--- src/rtl/fifo_pkg.sv ---
// Shared sizing constants for the byte FIFO feeding the UART transmitter.
package fifo_pkg;

  parameter int unsigned DATA_WIDTH = 8;
  parameter int unsigned ADDR_WIDTH = 4;
  parameter int unsigned DEPTH      = 1 << ADDR_WIDTH;
  parameter int unsigned HALF       = DEPTH / 2;

  function automatic int unsigned fifo_depth(input int unsigned aw);
    return 1 << aw;
  endfunction

endpackage

--- src/rtl/fifo_ram.sv ---
// Distributed RAM: one synchronous write port, one asynchronous read port.
module fifo_ram
  import fifo_pkg::*;
#(
  parameter int unsigned DATA_WIDTH = fifo_pkg::DATA_WIDTH,
  parameter int unsigned ADDR_WIDTH = fifo_pkg::ADDR_WIDTH
) (
  input  logic                  clk,
  input  logic                  we,
  input  logic [ADDR_WIDTH-1:0] waddr,
  input  logic [DATA_WIDTH-1:0] wdata,
  input  logic [ADDR_WIDTH-1:0] raddr,
  output logic [DATA_WIDTH-1:0] rdata
);

  // No reset on the array so it maps onto LUT RAM.
  logic [DATA_WIDTH-1:0] mem [fifo_depth(ADDR_WIDTH)];

  always_ff @(posedge clk) begin
    if (we) begin
      mem[waddr] <= wdata;
    end
  end

  assign rdata = mem[raddr];

endmodule

--- src/rtl/sync_fifo.sv ---
// First-word-fall-through FIFO with occupancy flags decoded from a registered count.
module sync_fifo #(
  parameter int unsigned DATA_WIDTH = fifo_pkg::DATA_WIDTH,
  parameter int unsigned ADDR_WIDTH = fifo_pkg::ADDR_WIDTH
) (
  input  logic                  clk,
  input  logic                  rst,
  input  logic                  write,
  input  logic                  read,
  input  logic [DATA_WIDTH-1:0] dataIn,
  output logic [DATA_WIDTH-1:0] dataOut,
  output logic                  dataPresent,
  output logic                  halfFull,
  output logic                  full
);
  import fifo_pkg::*;

  localparam int unsigned Depth = fifo_depth(ADDR_WIDTH);
  localparam logic [ADDR_WIDTH:0]   CntFull = (ADDR_WIDTH + 1)'(Depth);
  localparam logic [ADDR_WIDTH:0]   CntHalf = (ADDR_WIDTH + 1)'(Depth / 2);
  localparam logic [ADDR_WIDTH:0]   CntOne  = (ADDR_WIDTH + 1)'(1);
  localparam logic [ADDR_WIDTH-1:0] PtrOne  = ADDR_WIDTH'(1);

  logic [ADDR_WIDTH-1:0] wp_q, wp_d, rp_q, rp_d;
  logic [ADDR_WIDTH:0]   count_q, count_d;
  logic                  push, pop;
  logic [DATA_WIDTH-1:0] ram_rdata;

  // A full FIFO still takes a write when the same edge frees a slot.
  assign push = write && (!full || read);
  assign pop  = read && dataPresent;

  always_comb begin
    wp_d    = wp_q;
    rp_d    = rp_q;
    count_d = count_q;
    if (push) begin
      wp_d = wp_q + PtrOne;
    end
    if (pop) begin
      rp_d = rp_q + PtrOne;
    end
    if (push && !pop) begin
      count_d = count_q + CntOne;
    end else if (pop && !push) begin
      count_d = count_q - CntOne;
    end
  end

  always_ff @(posedge clk or negedge rst) begin
    if (!rst) begin
      wp_q    <= '0;
      rp_q    <= '0;
      count_q <= '0;
    end else begin
      wp_q    <= wp_d;
      rp_q    <= rp_d;
      count_q <= count_d;
    end
  end

  fifo_ram #(
    .DATA_WIDTH(DATA_WIDTH),
    .ADDR_WIDTH(ADDR_WIDTH)
  ) u_ram (
    .clk  (clk),
    .we   (push),
    .waddr(wp_q),
    .wdata(dataIn),
    .raddr(rp_q),
    .rdata(ram_rdata)
  );

  assign dataPresent = (count_q != '0);
  assign halfFull    = (count_q >= CntHalf);
  assign full        = (count_q == CntFull);
  // Stale RAM contents are never exposed while empty.
  assign dataOut     = dataPresent ? ram_rdata : '0;

endmodule

--- config.mk ---
export PLATFORM = sky130hd
export DESIGN_NAME = sync_fifo
export DESIGN_NICKNAME = d
export VERILOG_FILES = /design/src/rtl/fifo_pkg.sv /design/src/rtl/fifo_ram.sv /design/src/rtl/sync_fifo.sv
export SDC_FILE = /design/constraint.sdc
export NUM_CORES = 1
export LEC_CHECK = 0
export CAP_MARGIN = 40
export CORE_ASPECT_RATIO = 0.75
export CORE_MARGIN = 2
export CORE_UTILIZATION = 57
export DETAILED_ROUTE_END_ITERATION = 12
export PLACE_DENSITY = 0.75
export RECOVER_POWER = 100
export SLEW_MARGIN = 40
export SYNTH_ARGS = -nofsm -noshare
export SYNTH_HDL_FRONTEND = slang
export SYNTH_HIERARCHICAL = 1
export SYNTH_SLANG_ARGS = --single-unit
--- constraint.sdc ---
create_clock -name clk -period 3.4 [get_ports clk]
set_input_delay 0.34 -clock clk [delete_from_list [all_inputs] [get_ports clk]]
set_output_delay 0.34 -clock clk [all_outputs]
set_load 0.01 [all_outputs]
==> summary.txt, run 1 <==
Status
  • Status: completed

Power and ir drop
  • Net switching power: roughly 1800 uW
  • Overall Power: 5980 uW
  • Sw Ratio: 0.305
  • Peak VDD IR: around 0.53 mV
  • PwrDens: about 880 nW/um^2
  • Clock power frac: 0.289
  • P_int: 4150 uW
  • Seq pwr share: 0.394
  • Static leakage: roughly 0.0023 uW
  • Share of total power in combinational logic: 0.317

Place
  • Port bufs: 22
  • Post-DP HPWL: 7200 um
  • Gp weighted congestion: around 0.75
  • Place WS: 0.382 ns

Timing
  • Hold Fails Final Rpt: 0
  • Final setup margin: ~0.11 ns
  • RSZ-0062 raised after global routing: false
  • Clock period minus worst slack: 3.29 ns
  • Setup violations, final: 0
  • Rel. slew slack: 0.498
  • Slew Limit Fails: 0
  • Max Clk Rate: roughly 300 MHz
  • Final TNS setup: 0 ns
  • Slew @ Worst Pin: about 0.75 ns
  • Final Skew: 0.00511 ns
  • Period utilization: 0.966

Synthesis
  • Largest family of logic cells by synthesized area: multiplexers
  • Unique masters post-synth: 40
  • Adder and majority cell fraction of the synthesized area: 0.0163
  • Synth Area in Simple Gates: 0.0576
  • Synth top cells by count: 128 x edfxtp_1, 18 x mux4_2, 16 x a22oi_1
  • Count leader, synth: edfxtp_1
  • Top_reg_cell synth: edfxtp_1
  • Async SR Flop Fraction: 0.0922
  • Ranking of synthesized cells by area: edfxtp_1 66%, mux4_2 6.9%, mux4_1 6.3%
  • Synth top area share: 0.658
  • Syn Inst Count: just over 300
  • XOR/XNOR Fraction of Synth Area: 0.0120
  • Sequential area share after synthesis: 0.713
  • Post-synth EDFFs: about 130
  • Syn Nets: 322
  • Flops & latches, synth: between 100 and 150
  • Average size of a mapped cell: roughly 19 sq um
  • Leading area contributor after synthesis: edfxtp_1
  • Post-Syn Area: slightly below 6000 sq um
  • Mux cell area share after synthesis: 0.140
  • Compound-Gate Fraction of Synth Area: 0.0400
  • Syn. warnings: 6

Floorplanning
  • Initial Utilization: 0.596
  • I/O pin count: 23
  • Core Rows: 31
  • Core area: approximately 9800 sq um
  • Chip height: just over 90 um
  • Die X: 121 um
  • Area of the die: between 10000 and 15000 sq um

Global routing
  • Vias in the first global route: 3035
  • GRT Util Overall: 0.234
  • Wire length of the first global-routing pass: 18000 um
  • Initial antenna violation count: 0
  • Largest net degree at the start of global routing: 17
  • Gr ovfl total: 0

Route
  • Detailed-route via count: 3004
  • Final wirelength: between 10000 and 15000 um
  • Avg WL per Cell: roughly 23 um
  • Drt drc: 0
  • Via/cell ratio: just over 6
  • First-pass detailed-route iteration total: 4
  • Post-route ant nets: 0
  • Initial DRC Count: approximately 320

Layout
  • Layout fillers: 630
  • Final nets: 372
  • Fin util: 0.693
  • # diodes: 0
  • Layout cells sized above 1: 0.158
  • Layout Area Growth over Synthesis: 16.4%

Clocking
  • CTS tree: done
  • Clock sinks: about 140
  • Worst skew pair latency: 0.41 ns
  • H-tree Lvls: 4
  • CTS buffer count: 17
  • Clock Path Buffers: 2
  • Root Buffer: clkbuf_16
  • Clk pin slew, worst setup/hold paths: 0.06 ns

Worst setup path
  • CP cell instances: buf_12 > mux4_1 > a22oi_1 > nand2_1 > nor2b_1 > dlygate4sd3_1
  • CP top delay family: buffers and inverters
  • Crit path buf inv count: 2
  • Crit Path Category: flop to output pin
  • CP arrival: a little under 3 ns
  • Worst path required time: slightly above 3 ns
  • Slowest CP cell: dlygate4sd3_1
  • Worst-path fanout max: 13
  • Slowest stage delay, CP: a little over 0.6 ns
  • CP endpoint kind: output pin
  • Critical path launch point type: flop

Job
  • Max-cap violations: 0

Hold path
  • Hold crit path type: input pin to async pin
==> through the flow <==
| step | cells | instance area, sq um | hold slack (ns) |
|---|---|---|---|
| final | 498 | 6810 | 0.383 |
| after global routing | 498 | 6810 | 0.417 |
| after CTS | 498 | 6870 | 0.311 |
| after detailed placement | 466 | 6300 | 0.522 |
| after global placement | 466 | 6300 | 0.517 |
| after floorplan | 303 | 5850 | 0.0444 |
==> metal layers <==
metal  up-vias  share of wire  global-route usage
met1      1532           0.42               0.328
met2       108           0.48               0.353
met4         0          0.018              0.0795
met5         -              0                   0
li1       1346              -                   -
met3        18          0.087              0.0746
==> power groups by stage <==
| stage | registers [uW] | logic [uW] | clock network [uW] |
|---|---|---|---|
| 2_1_floorplan | 2280 | 1330 | 0 |
| 3_3_place_gp | 2360 | 1880 | 0 |
| 3_5_place_dp | 2380 | 1930 | 0 |
| 4_1_cts | 2360 | 1960 | 1750 |
| 5_1_grt | 2390 | 2040 | 1830 |
| 6_report | 2360 | 1900 | 1730 |
==> cells in the final DEF (no fill, tap or decap), types with 5 or more instances in the layout <==
cell,Yosys,final
nor2b_1,9,9
xnor2_1,8,8
clkbuf_16,0,17
inv_1,5,5
mux4_2,18,18
ha_1,6,6
nand2_1,11,11
clkbuf_1,1,18
mux4_1,14,14
dfrtp_1,13,12
nor3_1,5,5
nor2_1,14,14
clkdlybuf4s50_1,0,7
dlygate4sd3_1,0,15
edfxtp_1,128,128
a22oi_1,16,16
==> worst paths after layout <==
| kind | startpoint | end | slack (ns) | cells after the start |
|---|---|---|---|---|
| setup / recovery | rp_q[0] | dataOut[1] | 0.11 | 6 |
| min in group clk | count_q[2] | count_q[2] | 0.53 | 2 |
| hold reg to reg | count_q[2] | count_q[2] | 0.53 | 2 |
| setup reg to reg | count_q[1] | count_q[4] | 0.24 | 9 |
| hold / removal | rst | count_q[3] | 0.38 | 1 |
| max in group asynchronous | rst | rp_q[0] | 2.55 | 1 |
==> state kept, by name (all words and copies together), names as in the netlist <==
register / count
u_ram/mem: 128
count_q: 5
rp_q: 4
wp_q: 4
==> repair_timing <==
action / 4_1_cts / 5_1_grt
endpoints found under the hold margin: 0 / 0
setup endpoints to repair: 1 / 1
setup buffers: 0 / 0
gates resized for setup: 1 / 1
hold buffers: 0 / 0
==> cells by family (layout without fill, tap and decap cells) <==
| group | Yosys count | after routing |
|---|---|---|
| buffers and inverters | 18 | 81 |
| xor gates and xnor gates | 8 | 8 |
| AOI/OAI and AO/OA | 31 | 31 |
| adders and majority gates | 7 | 7 |
| muxes | 36 | 36 |
| and+or+nand+nor | 62 | 62 |
| DFF | 141 | 141 |
==> area by class of cell <==
class | count | area, sq um | share of cell area
multi-input combinational | 144 | 1550 | 0.228
tap | 132 | 165 | 0.0243
sequential | 141 | 4170 | 0.613
clock buffer | 19 | 433 | 0.0636
clock inverter | 13 | 125 | 0.0184
inverter | 5 | 18.8 | 0.00276
timing repair buffer | 44 | 342 | 0.0502
Power figures use the tool's default switching activity.
==> run 2, diff against run 1 <==
--- a/config.mk
+++ b/config.mk
@@ -5,6 +5,7 @@
 export SDC_FILE = /design/constraint.sdc
 export NUM_CORES = 1
 export LEC_CHECK = 0
+export ABC_CLOCK_PERIOD_IN_PS = 3400
 export CAP_MARGIN = 40
 export CORE_ASPECT_RATIO = 0.75
 export CORE_MARGIN = 2
==> results of run 2 <==
The final DEF is identical to that of run 1; final timing and power are the same.
==> run 3, diff against run 2 <==
--- a/config.mk
+++ b/config.mk
@@ -13,7 +13,8 @@
 export DETAILED_ROUTE_END_ITERATION = 12
 export PLACE_DENSITY = 0.75
 export RECOVER_POWER = 100
-export SLEW_MARGIN = 40
+export SETUP_SLACK_MARGIN = 0.05
+export SLEW_MARGIN = 20
 export SYNTH_ARGS = -nofsm -noshare
 export SYNTH_HDL_FRONTEND = slang
 export SYNTH_HIERARCHICAL = 1
==> run 3 against run 2 <==
Net effect: core utilization is 0.051 points higher; sequential power barely moved; worst setup slack improved by 0.070 ns; maximum frequency increased by 2.2%.
==> summary.txt, run 3 (synthesis results as in run 1) <==
Route
  • Post-route ant nets: 0
  • Via/cell ratio: about 6.0
  • Final wirelength: around 12000 um
  • Avg WL per Cell: roughly 23 um
  • Drt drc: 0
  • Initial DRC Count: 352
  • First-pass detailed-route iteration total: 4
  • Detailed-route via count: between 3000 and 4000

Global routing
  • Gr ovfl total: 0
  • Wire length of the first global-routing pass: roughly 18000 um
  • Largest net degree at the start of global routing: 17
  • Initial antenna violation count: 0
  • Vias in the first global route: around 3000
  • GRT Util Overall: 0.234

Place
  • Gp weighted congestion: 0.748
  • Port bufs: 22
  • Place WS: 0.382 ns
  • Post-DP HPWL: around 7200 um

Timing
  • Period utilization: 0.946
  • Clock period minus worst slack: roughly 3.2 ns
  • Hold Fails Final Rpt: 0
  • Final Skew: between 0.004 and 0.005 ns
  • Max Clk Rate: roughly 310 MHz
  • Slew @ Worst Pin: 0.793 ns
  • Final setup margin: 0.184 ns
  • Setup violations, final: 0
  • RSZ-0062 raised after global routing: false
  • Slew Limit Fails: 0
  • Final TNS setup: 0 ns
  • Rel. slew slack: 0.469

Clocking
  • Clock sinks: between 100 and 150
  • CTS tree: done
  • Post-CTS Hold Fix Bufs: 0
  • Worst skew pair latency: between 0.4 and 0.5 ns
  • H-tree Lvls: 4
  • Clk pin slew, worst setup/hold paths: 0.06 ns
  • Root Buffer: clkbuf_16
  • CTS buffer count: 17
  • Post-CTS repair timing setup buffer count: 0
  • Clock Path Buffers: 2

Layout
  • Most frequent cells in the layout: 128 x edfxtp_1, 18 x clkbuf_1, 18 x mux4_2, 17 x clkbuf_16, 15 x a22oi_1
  • Commonest non-fill, non-tap cell in the layout: edfxtp_1
  • Final nets: between 300 and 400
  • Max FFs per register: around 130
  • Layout Area Growth over Synthesis: 16.5%
  • Largest regs: u_ram/mem (128), count_q (5)
  • Reg with most FFs: u_ram/mem
  • # diodes: 0
  • Layout cells sized above 1: 0.161

Worst setup path
  • Crit Path Category: flop to output pin
  • CP endpoint kind: output pin
  • Worst-path fanout max: 12
  • Worst path required time: between 3 and 4 ns
  • Critical path launch point type: flop
  • CP arrival: between 2 and 3 ns

Floorplanning
  • Initial Utilization: 0.596
  • Chip height: between 90 and 100 um
  • Die X: approximately 120 um
  • Area of the die: 11100 sq um
  • Core Rows: 31
  • I/O pin count: 23
  • Core area: slightly below 10000 sq um

Power and ir drop
  • Static leakage: between 0.002 and 0.0025 uW
  • PwrDens: 880 nW/um^2
  • Peak VDD IR: 0.536 mV
  • Overall Power: about 6000 uW

Job
  • Max-cap violations: 0

Hold path
  • Hold crit path type: input pin to async pin

Status
  • Status: completed
run 3: cell types whose count changed in the layout (fill, tap and decap cells not counted):
cell / previous run / this run
a22oi_1: 16 / 15
a22oi_2: 0 / 1
clkdlybuf4s50_1: 7 / 9
dlygate4sd3_1: 15 / 13
run 3: layer usage:
metal	share of wire	GRT usage	up-vias
met4	0.015	0.0795	0
met2	0.48	0.353	94
met1	0.44	0.328	1556
met3	0.066	0.0746	16
met5	0	0	-
li1	-	-	1344
run 3: critical path, stage by stage, from the launching register on:
cell and delay [ns]:
dfrtp_4 0.57, buf_6 0.24, mux4_1 0.58, a22oi_1 0.23, nand2_1 0.11, nor2b_1 0.17, clkdlybuf4s50_1 0.53
run 3: per-stage QoR:
stage          hold slack [ns]   util  cell area, sq um  std cells
6_report                 0.380  0.694              6810        498
5_1_grt                  0.417  0.694              6810        498
4_1_cts                  0.311  0.700              6870        498
3_5_place_dp             0.522  0.642              6300        466
3_3_place_gp             0.517  0.642              6300        466
2_1_floorplan           0.0444      -              5850        303
run 3: final timing paths:
| path | endpoint | start | depth (start not counted) | slack (ns) |
|---|---|---|---|---|
| max | dataOut[5] | rp_q[0] | 6 | 0.18 |
| min | count_q[3] | rst | 1 | 0.38 |
| max reg2reg | count_q[4] | count_q[1] | 9 | 0.24 |
| min reg2reg | count_q[2] | count_q[2] | 2 | 0.53 |
| max in group asynchronous | rp_q[0] | rst | 1 | 2.55 |
| min in group clk | count_q[2] | count_q[2] | 2 | 0.53 |
run 3: timing repair:
item | CTS | global route
gates resized for setup | 1 | 2
endpoints found under the setup margin | 1 | 2
gates cloned | 0 | 0
run 3: where the power goes:
group	switching, uW	total, uW	internal (uW)
combinational	964	1910	950
sequential	203	2350	2150
clock	663	1730	1070
total	1830	6000	4170
run 3: cell type report:
cell class                      instances  area, sq um
Sequential cell                       141         4170
Fill cell                             631         3000
Multi-Input combinational cell        144         1550
Clock buffer                           19          433
Timing Repair Buffer                   44          342
Tap cell                              132          165
Clock inverter                         13          125
Inverter                                5         18.8
